==> src/rtl/inst_fetch_if.sv <==
// Instruction-fetch bus master: turns the PC register's fetch request into a
// single-beat instruction-bus read and hands the word and its flags to IF/ID.
module inst_fetch_if #(
  parameter int unsigned TIMEOUT_CYCLES = 255,
  parameter int unsigned CNT_W          = 8
) (
  input  logic        clk,
  input  logic        rst,
  input  logic [31:0] pc_i,
  input  logic        ce_i,
  input  logic [5:0]  stall_i,
  input  logic        flush_i,
  output logic        stallreq_o,
  output logic        bus_req_o,
  output logic [31:0] bus_addr_o,
  input  logic        bus_ack_i,
  input  logic [31:0] bus_rdata_i,
  output logic [31:0] inst_o,
  output logic [31:0] inst_pc_o,
  output logic        inst_valid_o,
  output logic        adel_o,
  output logic        ibe_o,
  output logic [1:0]  fsm_state
);

  // Handshakes: bus_req_o/bus_addr_o stay stable until a cycle with
  // bus_ack_i=1 (ack is ignored while bus_req_o=0); IF/ID takes inst_o and
  // its flags in any cycle with inst_valid_o=1 and stall_i[1]=0.

  typedef enum logic [1:0] {
    IDLE  = 2'd0,
    BUSY  = 2'd1,
    DONE  = 2'd2,
    DRAIN = 2'd3
  } state_t;

  localparam bit TO_EN = (TIMEOUT_CYCLES != 0);
  localparam logic [CNT_W-1:0] TO_LAST =
    TO_EN ? CNT_W'(TIMEOUT_CYCLES - 1) : '0;

  state_t            state_q, state_d;
  logic [CNT_W-1:0]  cnt_q, cnt_d, cnt_inc;
  logic              req_q, req_d;
  logic [31:0]       addr_q, addr_d;
  logic [31:0]       inst_q, inst_d;
  logic [31:0]       ipc_q, ipc_d;
  logic              valid_q, valid_d;
  logic              adel_q, adel_d;
  logic              ibe_q, ibe_d;
  logic              stallreq;

  logic ack;
  logic aligned;
  logic timeout;
  logic unused_stall;

  assign ack          = bus_ack_i & req_q;
  assign aligned      = (pc_i[1:0] == 2'b00);
  assign timeout      = TO_EN && (cnt_q == TO_LAST);
  assign cnt_inc      = (cnt_q == '1) ? cnt_q : cnt_q + CNT_W'(1);
  assign unused_stall = ^{stall_i[5:2], stall_i[0]};

  always_comb begin
    state_d  = state_q;
    cnt_d    = cnt_q;
    req_d    = req_q;
    addr_d   = addr_q;
    inst_d   = inst_q;
    ipc_d    = ipc_q;
    valid_d  = valid_q;
    adel_d   = adel_q;
    ibe_d    = ibe_q;
    stallreq = 1'b0;

    case (state_q)
      IDLE: begin
        stallreq = ce_i & ~flush_i & aligned;
        if (ce_i && !flush_i) begin
          if (!aligned) begin
            // Misaligned PC never reaches the bus; report it as a finished fetch.
            state_d = DONE;
            inst_d  = '0;
            ipc_d   = pc_i;
            valid_d = 1'b1;
            adel_d  = 1'b1;
            ibe_d   = 1'b0;
          end else begin
            state_d = BUSY;
            req_d   = 1'b1;
            addr_d  = {pc_i[31:2], 2'b00};
            cnt_d   = '0;
          end
        end
      end

      BUSY: begin
        stallreq = 1'b1;
        cnt_d    = cnt_inc;
        if (ack) begin
          req_d = 1'b0;
          if (flush_i) begin
            state_d = IDLE;
          end else begin
            state_d = DONE;
            inst_d  = bus_rdata_i;
            ipc_d   = addr_q;
            valid_d = 1'b1;
            adel_d  = 1'b0;
            ibe_d   = 1'b0;
          end
        end else if (flush_i) begin
          // The bus still owes us a beat; keep requesting and throw it away.
          state_d = DRAIN;
        end else if (timeout) begin
          state_d = DONE;
          req_d   = 1'b0;
          inst_d  = '0;
          ipc_d   = addr_q;
          valid_d = 1'b1;
          adel_d  = 1'b0;
          ibe_d   = 1'b1;
        end
      end

      DONE: begin
        if (flush_i) begin
          state_d = IDLE;
          valid_d = 1'b0;
        end else if (!stall_i[1]) begin
          state_d = IDLE;
          valid_d = 1'b0;
          adel_d  = 1'b0;
          ibe_d   = 1'b0;
        end
      end

      DRAIN: begin
        stallreq = ~flush_i;
        cnt_d    = cnt_inc;
        if (ack || timeout) begin
          state_d = IDLE;
          req_d   = 1'b0;
        end
      end

      default: begin
        state_d = IDLE;
        req_d   = 1'b0;
      end
    endcase
  end

  always_ff @(posedge clk) begin
    if (rst) begin
      state_q <= IDLE;
      cnt_q   <= '0;
      req_q   <= 1'b0;
      addr_q  <= '0;
      inst_q  <= '0;
      ipc_q   <= '0;
      valid_q <= 1'b0;
      adel_q  <= 1'b0;
      ibe_q   <= 1'b0;
    end else begin
      state_q <= state_d;
      cnt_q   <= cnt_d;
      req_q   <= req_d;
      addr_q  <= addr_d;
      inst_q  <= inst_d;
      ipc_q   <= ipc_d;
      valid_q <= valid_d;
      adel_q  <= adel_d;
      ibe_q   <= ibe_d;
    end
  end

  assign stallreq_o   = stallreq;
  assign bus_req_o    = req_q;
  assign bus_addr_o   = addr_q;
  assign inst_o       = inst_q;
  assign inst_pc_o    = ipc_q;
  assign inst_valid_o = valid_q;
  assign adel_o       = adel_q;
  assign ibe_o        = ibe_q;
  assign fsm_state    = state_q;

endmodule
==> config.mk <==
export PLATFORM = sky130hd
export DESIGN_NAME = inst_fetch_if
export DESIGN_NICKNAME = d
export VERILOG_FILES = /design/src/rtl/inst_fetch_if.sv
export SDC_FILE = /design/constraint.sdc
export NUM_CORES = 1
export LEC_CHECK = 0
export ABC_CLOCK_PERIOD_IN_PS = 2200
export BUFFER_PORTS_ARGS = -buffer_cell sky130_fd_sc_hd__buf_2
export CORE_UTILIZATION = 51
export CTS_BUF_LIST = sky130_fd_sc_hd__clkbuf_2 sky130_fd_sc_hd__clkbuf_4 sky130_fd_sc_hd__clkbuf_8
export CTS_CLUSTER_DIAMETER = 50
export DETAILED_ROUTE_END_ITERATION = 6
export PLACE_DENSITY = 0.82
export RECOVER_POWER = 50
export SETUP_SLACK_MARGIN = 0.02
export SYNTH_ARGS = -nofsm -noshare
export SYNTH_HDL_FRONTEND = slang
export SYNTH_SLANG_ARGS = --single-unit
export TNS_END_PERCENT = 20
==> constraint.sdc <==
create_clock -name clk -period 2.2 [get_ports clk]
set_input_delay 0.55 -clock clk [delete_from_list [all_inputs] [get_ports clk]]
set_output_delay 0.55 -clock clk [all_outputs]
set_load 0.01 [all_outputs]
==> metrics.txt, run 1 <==
# TYPE chip_impl_metric gauge
chip_impl_info{name="result_of_the_run",value="finished, violations left"} 1
chip_impl_info{name="violations",value="design-rule violations"} 1
chip_impl_metric{name="final-seq-area",unit="sq um"} 2170
chip_impl_metric{name="finalSetupViolCount",unit=""} 0
chip_impl_info{name="critical_path.endpoint_type",value="output port"} 1
chip_impl_metric{name="grt_pass1_vias",unit=""} 4223
chip_impl_metric{name="max_freq",unit="GHz"} 0.478
chip_impl_metric{name="slew_headroom",unit=""} 0.566
chip_impl_metric{name="area_share_of_and_or_nand_nor_cells_after_synthesis",unit=""} 0.190
chip_impl_metric{name="top_level_ports",unit=""} 178
chip_impl_metric{name="route.vias.total",unit=""} 4395
chip_impl_metric{name="drc",unit=""} 9
chip_impl_metric{name="synth_mux_area_frac",unit=""} 0.0772
chip_impl_metric{name="yosys_register_bits",unit=""} 108
chip_impl_info{name="critical_path_launch_point",value="fsm_state[0]$_SDFFE_PP0P_"} 1
chip_impl_info{name="rsz0062_at_grt",value="false"} 1
chip_impl_metric{name="synth.cell_area",unit="sq um"} 4670
chip_impl_metric{name="worst_pin_slew",unit="ns"} 0.652
chip_impl_metric{name="placed_cells_incl_taps",unit=""} 788
chip_impl_metric{name="post-route-min-period",unit="ns"} 2.09
chip_impl_metric{name="p_clk_frac",unit=""} 0.209
chip_impl_metric{name="insertion_delay",unit="ns"} 0.36
chip_impl_metric{name="yosysUniqueCellTypes",unit=""} 45
chip_impl_info{name="clock_tree_from_tritoncts",value="done"} 1
chip_impl_metric{name="cts_htree_levels",unit=""} 3
chip_impl_metric{name="fillCellCount",unit=""} 777
chip_impl_info{name="clk_root_buffer_cell",value="sky130_fd_sc_hd__clkbuf_8"} 1
chip_impl_info{name="startpoint_type",value="flip-flop"} 1
chip_impl_metric{name="worst-endpoint-required",unit="ns"} 1.65
chip_impl_metric{name="place.gp.congestion",unit=""} 0.867
chip_impl_metric{name="drv_slew",unit=""} 0
chip_impl_metric{name="setup_total_negative_slack",unit="ns"} 0
chip_impl_metric{name="synth-edff-count",unit=""} 0
chip_impl_metric{name="syn-mean-instance-area",unit="sq um"} 8.77
chip_impl_info{name="regToRegStartpoint",value="fsm_state[1]$_SDFFE_PP0P_"} 1
chip_impl_metric{name="whs",unit="ns"} 0.409
chip_impl_metric{name="grt_usage",unit=""} 0.250
chip_impl_metric{name="effective_utilization_at_floorplan",unit=""} 0.530
chip_impl_metric{name="cts.sink_count",unit=""} 108
chip_impl_metric{name="nNetsFinal",unit=""} 779
chip_impl_metric{name="report.final.hold_viol_count",unit=""} 0
chip_impl_metric{name="leakage",unit="nW"} 2.09
chip_impl_metric{name="initial_antenna_violation_count",unit=""} 0
chip_impl_metric{name="antennaDiodeCount",unit=""} 0
chip_impl_metric{name="ys_seq_area_frac",unit=""} 0.463
chip_impl_metric{name="cts.reportedPaths.clkPinSlew",unit="ns"} 0.10
chip_impl_metric{name="max_cap_violations",unit=""} 0
chip_impl_metric{name="pwr_density_cell",unit="nW/um^2"} 931
chip_impl_metric{name="overall_die_height",unit="microns"} 97.7
chip_impl_metric{name="layout.core_utilization",unit=""} 0.655
chip_impl_metric{name="detail_route.iter0.violations",unit=""} 221
chip_impl_info{name="yosys_most_used_dff",value="sky130_fd_sc_hd__dfxtp_1"} 1
chip_impl_metric{name="multiInputGateArea",unit="sq um"} 2310
chip_impl_metric{name="drive_above_1_share",unit=""} 0.221
chip_impl_metric{name="detail_route.wirelength",unit="microns"} 11900
chip_impl_metric{name="synthDominantCellAreaShare",unit=""} 0.463
chip_impl_info{name="yosys_top_cell_by_area",value="sky130_fd_sc_hd__dfxtp_1"} 1
chip_impl_metric{name="cts.path.max_buffers",unit=""} 2
chip_impl_metric{name="arithmetic_cell_share_of_the_synthesized_area_counting_full_adders_half_adders_and_majority_gates",unit=""} 0.0214
chip_impl_info{name="min_from",value="bus_rdata_i[3]"} 1
chip_impl_metric{name="synth_compound_gate_area_share",unit=""} 0.187
chip_impl_metric{name="final.setup_skew",unit="ns"} 0.0150
chip_impl_metric{name="postRouteAntennaNets",unit=""} 0
chip_impl_metric{name="floorplan.core_area",unit="sq um"} 8810
chip_impl_metric{name="ys_warn_count",unit=""} 0
chip_impl_info{name="path_class",value="flip-flop to output port"} 1
chip_impl_metric{name="share_of_flip_flops_with_an_asynchronous_set_or_reset_after_synthesis",unit=""} 0
chip_impl_info{name="hp-class",value="input pin to flip-flop"} 1
chip_impl_metric{name="timing.final.crit_share",unit=""} 0.950
chip_impl_metric{name="dp_hpwl",unit="microns"} 8480
chip_impl_metric{name="globalRouteOverflowTotal",unit=""} 0
chip_impl_metric{name="detail_route.vias_per_cell",unit=""} 5.44
chip_impl_metric{name="finalNonFillerCells",unit=""} 808
chip_impl_metric{name="die_area",unit="sq um"} 9540
chip_impl_metric{name="placementRows",unit=""} 34
chip_impl_metric{name="worstPathArrival",unit="ns"} 1.54
chip_impl_metric{name="routedWlPerCell",unit="microns"} 14.8
chip_impl_info{name="biggest_area_contributors_in_the_synthesized_netlist",value="sky130_fd_sc_hd__dfxtp_1 (46%), sky130_fd_sc_hd__nand2_1 (8.4%), sky130_fd_sc_hd__mux2i_1 (7.7%)"} 1
chip_impl_info{name="synth_top_family_by_area",value="simple AND/OR/NAND/NOR gates"} 1
chip_impl_metric{name="post_synth_xor_area_fraction",unit=""} 0.0113
chip_impl_metric{name="numPortBuffers",unit=""} 170
chip_impl_metric{name="layout-area-overhead-vs-synth",unit="%"} 23.5
chip_impl_metric{name="horizontal_extent_of_the_die",unit="microns"} 97.7
chip_impl_metric{name="maximum_number_of_pins_on_one_net_before_global_route_repair",unit=""} 62
chip_impl_metric{name="worst_ir_drop_vdd",unit="V"} 0.000472
chip_impl_metric{name="power.share.switching",unit=""} 0.357
chip_impl_metric{name="critical_path_fanout_max",unit=""} 5
chip_impl_metric{name="power_frac_seq",unit=""} 0.426
chip_impl_metric{name="comb_power_share",unit=""} 0.365
chip_impl_metric{name="cts_made_buffers",unit=""} 9
chip_impl_metric{name="intPower",unit="mW"} 3.45
chip_impl_metric{name="global_route_wire_length_before_repair",unit="microns"} 19400
chip_impl_metric{name="drt_pass1_iterations",unit=""} 6
chip_impl_metric{name="p_sw",unit="mW"} 1.92
chip_impl_metric{name="postSynthCellCount",unit=""} 532
synthesized netlist by cell type (3+ instances only):
cell and count:
sky130_fd_sc_hd__a211oi_2 28, sky130_fd_sc_hd__a21oi_1 39, sky130_fd_sc_hd__buf_1 3, sky130_fd_sc_hd__buf_2 11, sky130_fd_sc_hd__buf_4 6, sky130_fd_sc_hd__clkbuf_1 19
sky130_fd_sc_hd__dfxtp_1 108, sky130_fd_sc_hd__ha_1 8, sky130_fd_sc_hd__inv_1 5, sky130_fd_sc_hd__mux2i_1 36, sky130_fd_sc_hd__nand2_1 105, sky130_fd_sc_hd__nand3_1 37
sky130_fd_sc_hd__nand4_1 5, sky130_fd_sc_hd__nor2_1 48, sky130_fd_sc_hd__o21ai_1 32, sky130_fd_sc_hd__xor2_1 6
cells by family after synthesis:
kind of cell	count (synthesis)
xor gates and xnor gates	6
and+or+nand+nor	208
buffers and inverters	47
adders and majority gates	8
other	1
muxes	36
AOI/OAI and AO/OA	118
DFF	108
critical path, stage by stage (launching register included):
cell and delay [ns]:
sky130_fd_sc_hd__dfxtp_4 0.37, sky130_fd_sc_hd__inv_2 0.09, sky130_fd_sc_hd__ha_4 0.15, sky130_fd_sc_hd__buf_6 0.12, sky130_fd_sc_hd__nand4_1 0.14, sky130_fd_sc_hd__a21oi_2 0.17
sky130_fd_sc_hd__buf_2 0.16
power by group through the flow:
stage	Clock (mW)	Combinational (mW)	Sequential (mW)
after floorplan	0	1.23	2.40
after global placement	0	1.84	2.30
after detailed placement	0	1.91	2.31
after CTS	1.15	1.96	2.27
after global routing	1.22	2.12	2.31
final	1.12	1.96	2.28
final cells by class:
cell class / count / area share
clock inverters: 3 / 0.00412
clock buffers: 12 / 0.0265
well taps: 108 / 0.0234
repair buffers: 193 / 0.165
inverters: 6 / 0.00391
multi-input cells: 378 / 0.401
flip-flops and latches: 108 / 0.376
sequential cells by signal, indices dropped and copies added (netlist names):
name and flops:
adel_o 1, bus_addr_o 30, bus_req_o 1, cnt_q 8
fsm_state 2, ibe_o 1, inst_o 32, inst_pc_o 32
inst_valid_o 1
metrics by stage:
step,setup slack (ns),cell area (sq um),total power [mW]
floorplan,0.0854,4670,3.63
finish,0.109,5760,5.37
CTS,0.0379,5860,5.39
global route,0.0225,5760,5.65
global placement,0.209,5650,4.15
detailed placement,0.112,5650,4.22
worst paths after layout:
kind	cells after the start	slack (ns)	end
worst max-delay path	6	0.11	stallreq_o
worst min-delay path	3	0.41	inst_o[3]$_SDFFE_PP0P_
worst max register to register	8	0.18	inst_pc_o[2]$_SDFFE_PP0P_
worst min register to register	2	0.45	inst_o[25]$_SDFFE_PP0P_
per-layer routing:
layer	GRT usage	wire length (microns)	share of wire	up-vias
li1	-	-	-	2153
met1	0.285	4790	0.40	2083
met2	0.448	6220	0.52	132
met3	0.0525	615	0.051	27
met4	0.107	326	0.027	0
met5	0	0	0	-
cell usage in the layout (no fill, tap or decap), drive strengths merged:
cell,count
a221o,1
o41ai,1
nand2,105
and3,2
or3,1
o211ai,2
nor2,48
dfxtp,108
xor2,6
nand4,5
a21oi,40
inv,5
mux2i,36
or4b,1
and4,1
clkinv,2
nand3b,2
clkinvlp,2
a32o,1
nor3b,1
clkbuf,112
nor2b,2
a311oi,1
or2,3
o21a,2
o32ai,1
o221a,1
nand3,37
a211o,1
o21ai,35
ha,8
buf,93
conb,2
a21boi,1
a211oi,30
o31ai,1
timing repair:
action                                  CTS  global route
pin swaps                                 0             3
resized for setup                         4             4
endpoints found under the setup margin    1             1
cloned                                    0             0
hold buffers                              0             0
setup buffers                             2             3
Note: power is estimated with default switching activity, not from simulation.
==> run 2, diff against run 1 <==
- BUFFER_PORTS_ARGS: -buffer_cell sky130_fd_sc_hd__buf_2 -> not set
- CORE_UTILIZATION: 51 -> 66
- DONT_BUFFER_PORTS: not set -> 1
- PLACE_DENSITY: 0.82 -> 0.81
==> metrics.txt, run 2 (same netlist as run 1, synthesis figures left out) <==
# TYPE chip_impl_metric gauge
chip_impl_info{name="result_of_the_run",value="finished clean"} 1
chip_impl_info{name="clock_tree_from_tritoncts",value="done"} 1
chip_impl_metric{name="report.final.hold_viol_count",unit=""} 0
chip_impl_metric{name="max_cap_violations",unit=""} 0
chip_impl_metric{name="grt_usage",unit=""} 0.266
chip_impl_metric{name="p_sw",unit="mW"} 1.76
chip_impl_metric{name="antennaDiodeCount",unit=""} 0
chip_impl_metric{name="wl_met3",unit="microns"} 867
chip_impl_info{name="mostFrequentLayoutCell",value="sky130_fd_sc_hd__dfxtp_1"} 1
chip_impl_metric{name="finalNonFillerCells",unit=""} 617
chip_impl_info{name="layout_common_cells",value="sky130_fd_sc_hd__dfxtp_1 (108), sky130_fd_sc_hd__nand2_1 (105), sky130_fd_sc_hd__nor2_1 (47), sky130_fd_sc_hd__a21oi_1 (39), sky130_fd_sc_hd__nand3_1 (37)"} 1
chip_impl_metric{name="pwr_density_cell",unit="nW/um^2"} 1050
chip_impl_info{name="critical_path.endpoint_type",value="output port"} 1
chip_impl_metric{name="globalRouteOverflowTotal",unit=""} 0
chip_impl_metric{name="layout-area-overhead-vs-synth",unit="%"} 6.78
chip_impl_info{name="top_layer_used",value="met4"} 1
chip_impl_metric{name="drt_pass1_iterations",unit=""} 5
chip_impl_metric{name="detail_route.wirelength.met1",unit="microns"} 4060
chip_impl_metric{name="insertion_delay",unit="ns"} 0.35
chip_impl_metric{name="met2_wirelength",unit="microns"} 5060
chip_impl_metric{name="finalSetupViolCount",unit=""} 0
chip_impl_metric{name="timing.final.crit_share",unit=""} 0.955
chip_impl_metric{name="nNetsFinal",unit=""} 600
chip_impl_metric{name="detail_route.iter0.violations",unit=""} 239
chip_impl_metric{name="cts.repair.resized",unit=""} 2
chip_impl_metric{name="initial_antenna_violation_count",unit=""} 0
chip_impl_metric{name="worst-endpoint-required",unit="ns"} 1.65
chip_impl_metric{name="overall_die_height",unit="microns"} 86.1
chip_impl_metric{name="worst_pin_slew",unit="ns"} 0.621
chip_impl_metric{name="grt_pass1_vias",unit=""} 3475
chip_impl_metric{name="setup_total_negative_slack",unit="ns"} 0
chip_impl_metric{name="worstPathArrival",unit="ns"} 1.55
chip_impl_metric{name="cts.reportedPaths.clkPinSlew",unit="ns"} 0.10
chip_impl_metric{name="max_freq",unit="GHz"} 0.476
chip_impl_metric{name="post_cts_buffers",unit=""} 0
chip_impl_metric{name="worst_ir_drop_vdd",unit="V"} 0.000522
chip_impl_metric{name="route.vias.total",unit=""} 3664
chip_impl_metric{name="intPower",unit="mW"} 3.46
chip_impl_metric{name="post-route-min-period",unit="ns"} 2.10
chip_impl_metric{name="detail_route.vias_per_cell",unit=""} 5.94
chip_impl_info{name="path_class",value="flip-flop to output port"} 1
chip_impl_metric{name="p_clk_frac",unit=""} 0.251
chip_impl_info{name="hp-class",value="input pin to flip-flop"} 1
chip_impl_metric{name="whs",unit="ns"} 0.256
chip_impl_metric{name="dp_hpwl",unit="microns"} 7130
chip_impl_metric{name="top_level_ports",unit=""} 178
chip_impl_metric{name="die_area",unit="sq um"} 7410
chip_impl_metric{name="place.gp.congestion",unit=""} 0.823
chip_impl_metric{name="drive_above_1_share",unit=""} 0.136
chip_impl_metric{name="routedWlPerCell",unit="microns"} 16.4
chip_impl_metric{name="cts.sink_count",unit=""} 108
chip_impl_metric{name="placed_cells_incl_taps",unit=""} 602
chip_impl_metric{name="global_route_wire_length_before_repair",unit="microns"} 15800
chip_impl_metric{name="maximum_number_of_pins_on_one_net_before_global_route_repair",unit=""} 73
chip_impl_metric{name="final.setup_skew",unit="ns"} 0.0136
chip_impl_info{name="clk_root_buffer_cell",value="sky130_fd_sc_hd__clkbuf_8"} 1
chip_impl_info{name="rsz0062_at_grt",value="false"} 1
chip_impl_metric{name="postRouteAntennaNets",unit=""} 0
chip_impl_metric{name="cts.path.max_buffers",unit=""} 2
chip_impl_metric{name="power.share.switching",unit=""} 0.338
chip_impl_metric{name="horizontal_extent_of_the_die",unit="microns"} 86.1
chip_impl_metric{name="detail_route.wirelength",unit="microns"} 10100
chip_impl_metric{name="drv_slew",unit=""} 0
chip_impl_metric{name="leakage",unit="nW"} 1.66
chip_impl_metric{name="slew_headroom",unit=""} 0.586
chip_impl_metric{name="comb_power_share",unit=""} 0.290
chip_impl_metric{name="floorplan.core_area",unit="sq um"} 6790
chip_impl_metric{name="holdBufCountCts",unit=""} 0
chip_impl_metric{name="cts_made_buffers",unit=""} 9
chip_impl_metric{name="cts_htree_levels",unit=""} 3
chip_impl_metric{name="critical_path_fanout_max",unit=""} 4
chip_impl_metric{name="power_frac_seq",unit=""} 0.459
chip_impl_info{name="startpoint_type",value="flip-flop"} 1
chip_impl_metric{name="numPortBuffers",unit=""} 0
chip_impl_metric{name="effective_utilization_at_floorplan",unit=""} 0.687
chip_impl_metric{name="placementRows",unit=""} 30
chip_impl_metric{name="drc",unit=""} 0
[run 2: cell count changes in the layout (fill, tap and decap cells not counted), moves of 2 or more]
cell	change
sky130_fd_sc_hd__buf_2	-72
sky130_fd_sc_hd__buf_4	-8
sky130_fd_sc_hd__bufinv_16	+2
sky130_fd_sc_hd__clkbuf_1	-97
sky130_fd_sc_hd__clkbuf_4	-3
[run 2: stage by stage]
stage,area (sq um),power [mW],util,setup slack [ns]
2_1_floorplan,4670,3.63,-,0.0854
3_3_place_gp,4760,3.86,0.700,0.281
3_5_place_dp,4760,3.93,0.700,0.217
4_1_cts,4990,5.25,0.734,0.0705
5_1_grt,4980,5.49,0.734,0.0253
6_report,4980,5.23,0.734,0.0987
[run 2: worst paths after layout]
| check | slack [ns] | depth (start not counted) | end | start |
|---|---|---|---|---|
| worst min-delay path | 0.26 | 1 | bus_addr_o[29]$_SDFFE_PP0P_ | rst |
| worst max-delay path | 0.1 | 5 | stallreq_o | fsm_state[0]$_SDFFE_PP0P_ |
| worst min register to register | 0.50 | 2 | inst_pc_o[0]$_SDFFE_PP0P_ | inst_pc_o[0]$_SDFFE_PP0P_ |
| worst max register to register | 0.18 | 7 | inst_pc_o[26]$_SDFFE_PP0P_ | fsm_state[0]$_SDFFE_PP0P_ |
[run 2: layer usage]
layer | global-route usage | vias up
met5 | 0 | -
met4 | 0.120 | 0
met3 | 0.0799 | 12
met2 | 0.446 | 136
met1 | 0.314 | 1728
li1 | - | 1788
[run 2: cell type report]
cell class,instances,area [sq um]
inverter,6,22.5
multi-input combinational,378,2310
timing repair buffer,14,149
tap,96,120
fill,507,1810
clock buffer,10,138
sequential,108,2160
clock inverter,5,83.8
[run 2: critical path, cell delays in order (launching register included)]
cell and delay [ns]:
sky130_fd_sc_hd__dfxtp_1 0.42, sky130_fd_sc_hd__inv_2 0.08, sky130_fd_sc_hd__buf_4 0.16, sky130_fd_sc_hd__ha_1 0.25
sky130_fd_sc_hd__a21oi_1 0.14, sky130_fd_sc_hd__buf_4 0.14
[run 2: power groups by stage]
stage	clock [mW]	sequential, mW	combinational, mW
finish	1.31	2.40	1.51
global route	1.41	2.43	1.65
CTS	1.34	2.40	1.52
detailed placement	0	2.44	1.49
global placement	0	2.43	1.43
floorplan	0	2.40	1.23
